===== src/rtl/fetch_unit_pkg.sv =====
// Shared definitions for the instruction fetch stage: default widths,
// reset PC and the fetch FSM state encoding.
package fetch_unit_pkg;

  localparam int DWIDTH_DEF   = 16;
  localparam int AWIDTH_DEF   = 8;
  localparam int RESET_PC_DEF = 0;

  typedef enum logic [1:0] {
    IDLE  = 2'd0,
    REQ   = 2'd1,
    VALID = 2'd2,
    DRAIN = 2'd3
  } fetch_state_e;

endpackage


===== src/rtl/fetch_unit_pc_reg.sv =====
// Fetch PC register: load, increment with natural wrap, and a pending
// redirect target held while an abandoned request drains.
module fetch_unit_pc_reg #(
  parameter int          AWIDTH   = 8,
  parameter int unsigned RESET_PC = 0
) (
  input  logic              clk,
  input  logic              rst_n,
  input  logic              load_en,
  input  logic [AWIDTH-1:0] load_val,
  input  logic              inc_en,
  input  logic              pend_en,
  input  logic [AWIDTH-1:0] pend_val,
  output logic [AWIDTH-1:0] fetch_pc,
  output logic [AWIDTH-1:0] pend_pc
);

  // NOTE: state uses non-blocking assignments and an async reset term in the
  // sensitivity list; blocking here would race with readers on the same edge.
  always_ff @(posedge clk or negedge rst_n) begin
    if (!rst_n) begin
      fetch_pc <= AWIDTH'(RESET_PC);
      pend_pc  <= AWIDTH'(RESET_PC);
    end else begin
      if (load_en)
        fetch_pc <= load_val;
      else if (inc_en)
        fetch_pc <= fetch_pc + 1'b1;
      if (pend_en)
        pend_pc <= pend_val;
    end
  end

endmodule


===== src/rtl/fetch_unit.sv =====
// Instruction fetch stage: owns the fetch PC, reads words over a req/ack
// handshake and presents them to the IR with stall and redirect support.
module fetch_unit
  import fetch_unit_pkg::*;
#(
  parameter int          DWIDTH   = DWIDTH_DEF,
  parameter int          AWIDTH   = AWIDTH_DEF,
  parameter int unsigned RESET_PC = RESET_PC_DEF
) (
  input  logic              clk,
  input  logic              rst_n,
  input  logic              run,
  input  logic              stall,
  input  logic              redirect,
  input  logic [AWIDTH-1:0] redirect_pc,
  output logic              mem_req,
  output logic [AWIDTH-1:0] mem_addr,
  input  logic              mem_ack,
  input  logic [DWIDTH-1:0] mem_rdata,
  output logic [DWIDTH-1:0] ins,
  output logic              ins_valid,
  output logic [AWIDTH-1:0] pc
);

  fetch_state_e      state;
  logic [AWIDTH-1:0] fetch_pc;
  logic [AWIDTH-1:0] pend_pc;
  logic [AWIDTH-1:0] load_val;
  logic              load_en;
  logic              inc_en;
  logic              pend_en;

  // NOTE: every signal gets a default before the case so no path infers a latch.
  always_comb begin
    load_en  = 1'b0;
    inc_en   = 1'b0;
    pend_en  = 1'b0;
    load_val = redirect_pc;
    case (state)
      IDLE:  load_en = redirect;
      REQ: begin
        if (mem_ack) begin
          load_en = redirect;
          inc_en  = !redirect;
        end else begin
          pend_en = redirect;
        end
      end
      // The open request keeps its address; the target only lands on ack.
      DRAIN: begin
        if (mem_ack) begin
          load_en  = 1'b1;
          load_val = redirect ? redirect_pc : pend_pc;
        end else begin
          pend_en = redirect;
        end
      end
      VALID: load_en = redirect;
      default: ;
    endcase
  end

  fetch_unit_pc_reg #(
    .AWIDTH   (AWIDTH),
    .RESET_PC (RESET_PC)
  ) u_pc_reg (
    .clk      (clk),
    .rst_n    (rst_n),
    .load_en  (load_en),
    .load_val (load_val),
    .inc_en   (inc_en),
    .pend_en  (pend_en),
    .pend_val (redirect_pc),
    .fetch_pc (fetch_pc),
    .pend_pc  (pend_pc)
  );

  assign mem_addr = fetch_pc;

  always_ff @(posedge clk or negedge rst_n) begin
    if (!rst_n) begin
      state     <= IDLE;
      mem_req   <= 1'b0;
      ins       <= '0;
      ins_valid <= 1'b0;
      pc        <= AWIDTH'(RESET_PC);
    end else begin
      case (state)
        IDLE: begin
          if (run) begin
            state   <= REQ;
            mem_req <= 1'b1;
          end
        end
        REQ: begin
          if (mem_ack && !redirect) begin
            ins       <= mem_rdata;
            pc        <= fetch_pc;
            ins_valid <= 1'b1;
            mem_req   <= 1'b0;
            state     <= VALID;
          end else if (mem_ack) begin
            state   <= run ? REQ : IDLE;
            mem_req <= run;
          end else if (redirect) begin
            state <= DRAIN;
          end
        end
        DRAIN: begin
          if (mem_ack) begin
            state   <= run ? REQ : IDLE;
            mem_req <= run;
          end
        end
        VALID: begin
          // Redirect wins over stall: the held word is squashed.
          if (redirect || !stall) begin
            ins_valid <= 1'b0;
            state     <= run ? REQ : IDLE;
            mem_req   <= run;
          end
        end
        default: begin
          state   <= IDLE;
          mem_req <= 1'b0;
        end
      endcase
    end
  end

endmodule

===== config.mk =====
export PLATFORM = sky130hd
export DESIGN_NAME = fetch_unit
export DESIGN_NICKNAME = d
export VERILOG_FILES = /design/src/rtl/fetch_unit_pkg.sv /design/src/rtl/fetch_unit_pc_reg.sv /design/src/rtl/fetch_unit.sv
export SDC_FILE = /design/constraint.sdc
export NUM_CORES = 1
export LEC_CHECK = 0
export CORE_AREA = 2 2 69 71
export CTS_CLUSTER_DIAMETER = 40
export CTS_CLUSTER_SIZE = 10
export DETAILED_ROUTE_END_ITERATION = 12
export DIE_AREA = 0 0 71 73
export GPL_TIMING_DRIVEN = 0
export HOLD_SLACK_MARGIN = 0.05
export PLACE_DENSITY = 0.78
export SETUP_SLACK_MARGIN = 0.05
export SYNTH_ARGS = -nofsm -noshare
export SYNTH_HDL_FRONTEND = slang
export SYNTH_SLANG_ARGS = --single-unit

===== constraint.sdc =====
create_clock -name clk -period 2 [get_ports clk]
set_input_delay 0.4 -clock clk [delete_from_list [all_inputs] [get_ports clk]]
set_output_delay 0.4 -clock clk [all_outputs]
set_load 0.03 [all_outputs]

==> impl_metrics.toml <==
[status]
status = "complete, no violations"

[synthesis]
synth_seq_area_share_pct = 55.1
synth_area_per_cell_um2 = 12.9
synth-adder-area-share_pct = 0.627
synthSimpleGateAreaFrac_pct = 10.2
synth-compound-area-share_pct = 6.95
synthMuxAreaShare_pct = 22.1
synth_top_family_by_area = "multiplexers"
synth.distinct_cells = 34
synth_seq_cells = 44
synthXorXnorAreaFrac_pct = 2.19
yosysWarnings = 0
synthCells = 155
syn_nets = 186
synthesis.area_mm2 = 0.00200

[pwr]
power_density_mw_per_mm2 = 1240
p_comb_share_pct = 43.9
clkPwrFrac_pct = 16.8
pwr-share-seq_pct = 39.3
swShare_pct = 37.4
switching_power_uw = 1310
internal_power_uw = 2190
vdd_drop_max_v = 0.000669
power.leakage_uw = 0.00122

[critical_path]
r2r_slack_ns = 0.40
cpPeakStageDelay_ns = 0.72
crit_chain = "clkdlybuf4s50_1"
cp-endpoint = "mem_addr[1]"
critPathRequiredTime_ns = 1.60
crit_arrival_ns = 1.47
timing.critical_path.from = "u_pc_reg.fetch_pc[1]"
slowest_stage = "clkdlybuf4s50_1"
cp_top_family = "buffers and inverters"
cp_num_buf_inv = 1
reg2reg_from = "state[1]"
cp.depth = 1
endpoint_kind = "output port"
cp-start-kind = "flip-flop"
worst-r2r-cell-count = 6
worstReg2RegEnd = "u_pc_reg.fetch_pc[1]"
critPathKind = "reg -> out"
path_max_fanout = 7

[clocking]
clock-sinks = 44
cts_buffers = 5
clockRootBuffer = "clkbuf_8"
post-cts-setup-buffer-count = 0
cts-htree-levels = 2
clk_path_buf_depth = 2
clkTransAtPathRegs_ns = 0.08
cts_tree = "built"
clock_latency_ns = 0.30

[global_route]
grt.overflow.total = 0
grt_pass1_vias = 1429
antenna_found_initial = 0
grt_use_met3_pct = 4.28
grt_max_degree = 27
met1_usage_pct = 22.1
met2_usage_pct = 27.0
gr-max-usage-layer = "met2"
grt.total_usage_pct = 16.9
grt_pass1_wl_um = 6820

[timing]
hold_viol = 0
post-route-min-period_ns = 1.87
timing.fmax_mhz = 534
max_slew.worst_pin.slew_ns = 0.442
drv_slew = 0
clock_skew_ns = 0.00610
rsz0062_at_grt = "no"
finalSetupViolCount = 0
fin_ws_ns = 0.127
max_slew_margin_pct = 70.5
finalCritPeriodShare_pct = 93.6

[routing]
wl_um = 4050
antenna_left = 0
vias = 1445
drt_first_pass_iters = 4
drt_iter0_drc = 86
wl_per_cell_um = 14.4
drcViolationCount = 0
via_per_inst = 5.14

[floorplanning]
die_w_um = 71
io_pins = 64
start_util_pct = 44.0
fp.dieH_um = 73
rows = 25
coreArea_mm2 = 0.00454
die_area_mm2 = 0.00518

[final_layout]
layout_common_cells = "clkdlybuf4s50_1 (58), dfrtp_1 (44), mux2_2 (16), mux2_1 (16), mux2i_1 (8)"
layout-drive-gt1-share_pct = 15.9
diodes = 0
nets = 257
multi_input_area_um2 = 838
final_common_cell = "clkdlybuf4s50_1"
final-seq-area_mm2 = 0.00110
fill_cells = 369
layoutNonFillerInstCount = 281
syn_to_final_growth_pct = 41.0

[worst_hold_path]
hp-class = "reg -> reg"

[placement]
gp_congestion = 0.789
portBuffers = 62
dp.cells = 272
dpl_worst_slack_ns = 0.0163
hpwl_um = 2970

[job]
maxCapViolCount = 0
[per-layer routing]
layer	vias to the layer above	wire length, um
li1	707	-
met3	9	149
met1	689	1890
met4	0	81
met5	-	0
met2	40	1930
[power by group through the flow]
| stage | clock [uW] | sequential, uW | combinational [uW] |
|---|---|---|---|
| 3_3_place_gp | 0 | 1380 | 1520 |
| 5_1_grt | 655 | 1420 | 1610 |
| 4_1_cts | 605 | 1380 | 1550 |
| 2_1_floorplan | 0 | 1870 | 383 |
| 6_report | 587 | 1370 | 1530 |
| 3_5_place_dp | 0 | 1390 | 1550 |
[logic make-up after synthesis]
family / after synthesis
flip-flops: 44
multiplexers: 40
AND/OR/NAND/NOR: 34
AO/OA/AOI/OAI: 21
buffers and inverters: 10
XOR/XNOR: 5
adder cells (fa/ha/maj): 1
[cell usage after synthesis]
cell type,instances,share of area (%)
a211oi_1,3,1.1
a21o_1,3,1.1
a21oi_1,5,1.3
a22o_1,1,0.44
a22oi_1,1,0.38
a32o_1,1,0.50
and2_1,2,0.63
and3_1,1,0.31
and3b_1,1,0.44
and4_1,1,0.44
and4bb_4,1,0.81
buf_2,4,1.0
buf_4,2,0.75
buf_6,1,0.56
dfrtp_1,44,55
ha_1,1,0.63
inv_1,3,0.56
mux2_1,16,9.0
mux2_2,16,9.0
mux2i_1,8,4.0
nand2_1,7,1.3
nand2_2,1,0.31
nand2b_1,3,0.94
nand3_1,2,0.50
nand3_2,1,0.50
nand4_1,5,1.6
nand4bb_1,1,0.56
nor2_1,4,0.75
nor2b_1,1,0.31
nor3_1,3,0.75
o21ai_0,3,0.75
o22ai_1,3,0.94
o2bb2ai_1,1,0.44
xor2_1,5,2.2
[cell type report]
type / count / share of cell area (%)
flip-flops and latches: 44 / 39.1
multi-input cells: 101 / 29.8
repair buffers: 64 / 23.2
clock buffers: 6 / 2.93
well taps: 54 / 2.40
plain buffers: 7 / 1.64
clock inverters: 2 / 0.533
inverters: 3 / 0.400
[worst min-delay path by stage]
| stage | start | to | slack, ns | depth (start not counted) |
|---|---|---|---|---|
| final | ins[4] | ins[4] | 0.49 | 1 |
| after CTS | ins[0] | ins[0] | 0.49 | 1 |
| after global placement | ins[15] | ins[15] | 0.47 | 1 |
| after detailed placement | rst_n | pc[7] | 0.37 | 1 |
| after floorplan | rst_n | ins[0] | 0.10 | 0 |
| after global routing | ins[15] | ins[15] | 0.51 | 1 |
[per-stage QoR]
stage / TNS, ns / utilization, % / total power, uW / hold slack, ns / instance area, um2
3_5_place_dp: 0 / 59.5 / 2940 / 0.369 / 2700
5_1_grt: 0 / 62.1 / 3690 / 0.505 / 2820
2_1_floorplan: 0 / - / 2260 / 0.104 / 2000
6_report: 0 / 62.1 / 3490 / 0.490 / 2820
3_3_place_gp: -29.81 / 59.2 / 2900 / 0.466 / 2690
4_1_cts: 0 / 61.9 / 3530 / 0.493 / 2810
[registers in the layout (all words and copies together) (netlist names)]
register and flops:
ins 16, pc 8, u_pc_reg.fetch_pc 8, u_pc_reg.pend_pc 8, state 2, ins_valid 1
mem_req 1
[timing repair]
item / CTS / global route
hold endpoints to repair: 18 / 0
gates resized for setup: 0 / 3
setup endpoints to repair: 0 / 3
hold buffers: 1 / 0
Note: power is estimated with default switching activity, not from simulation.
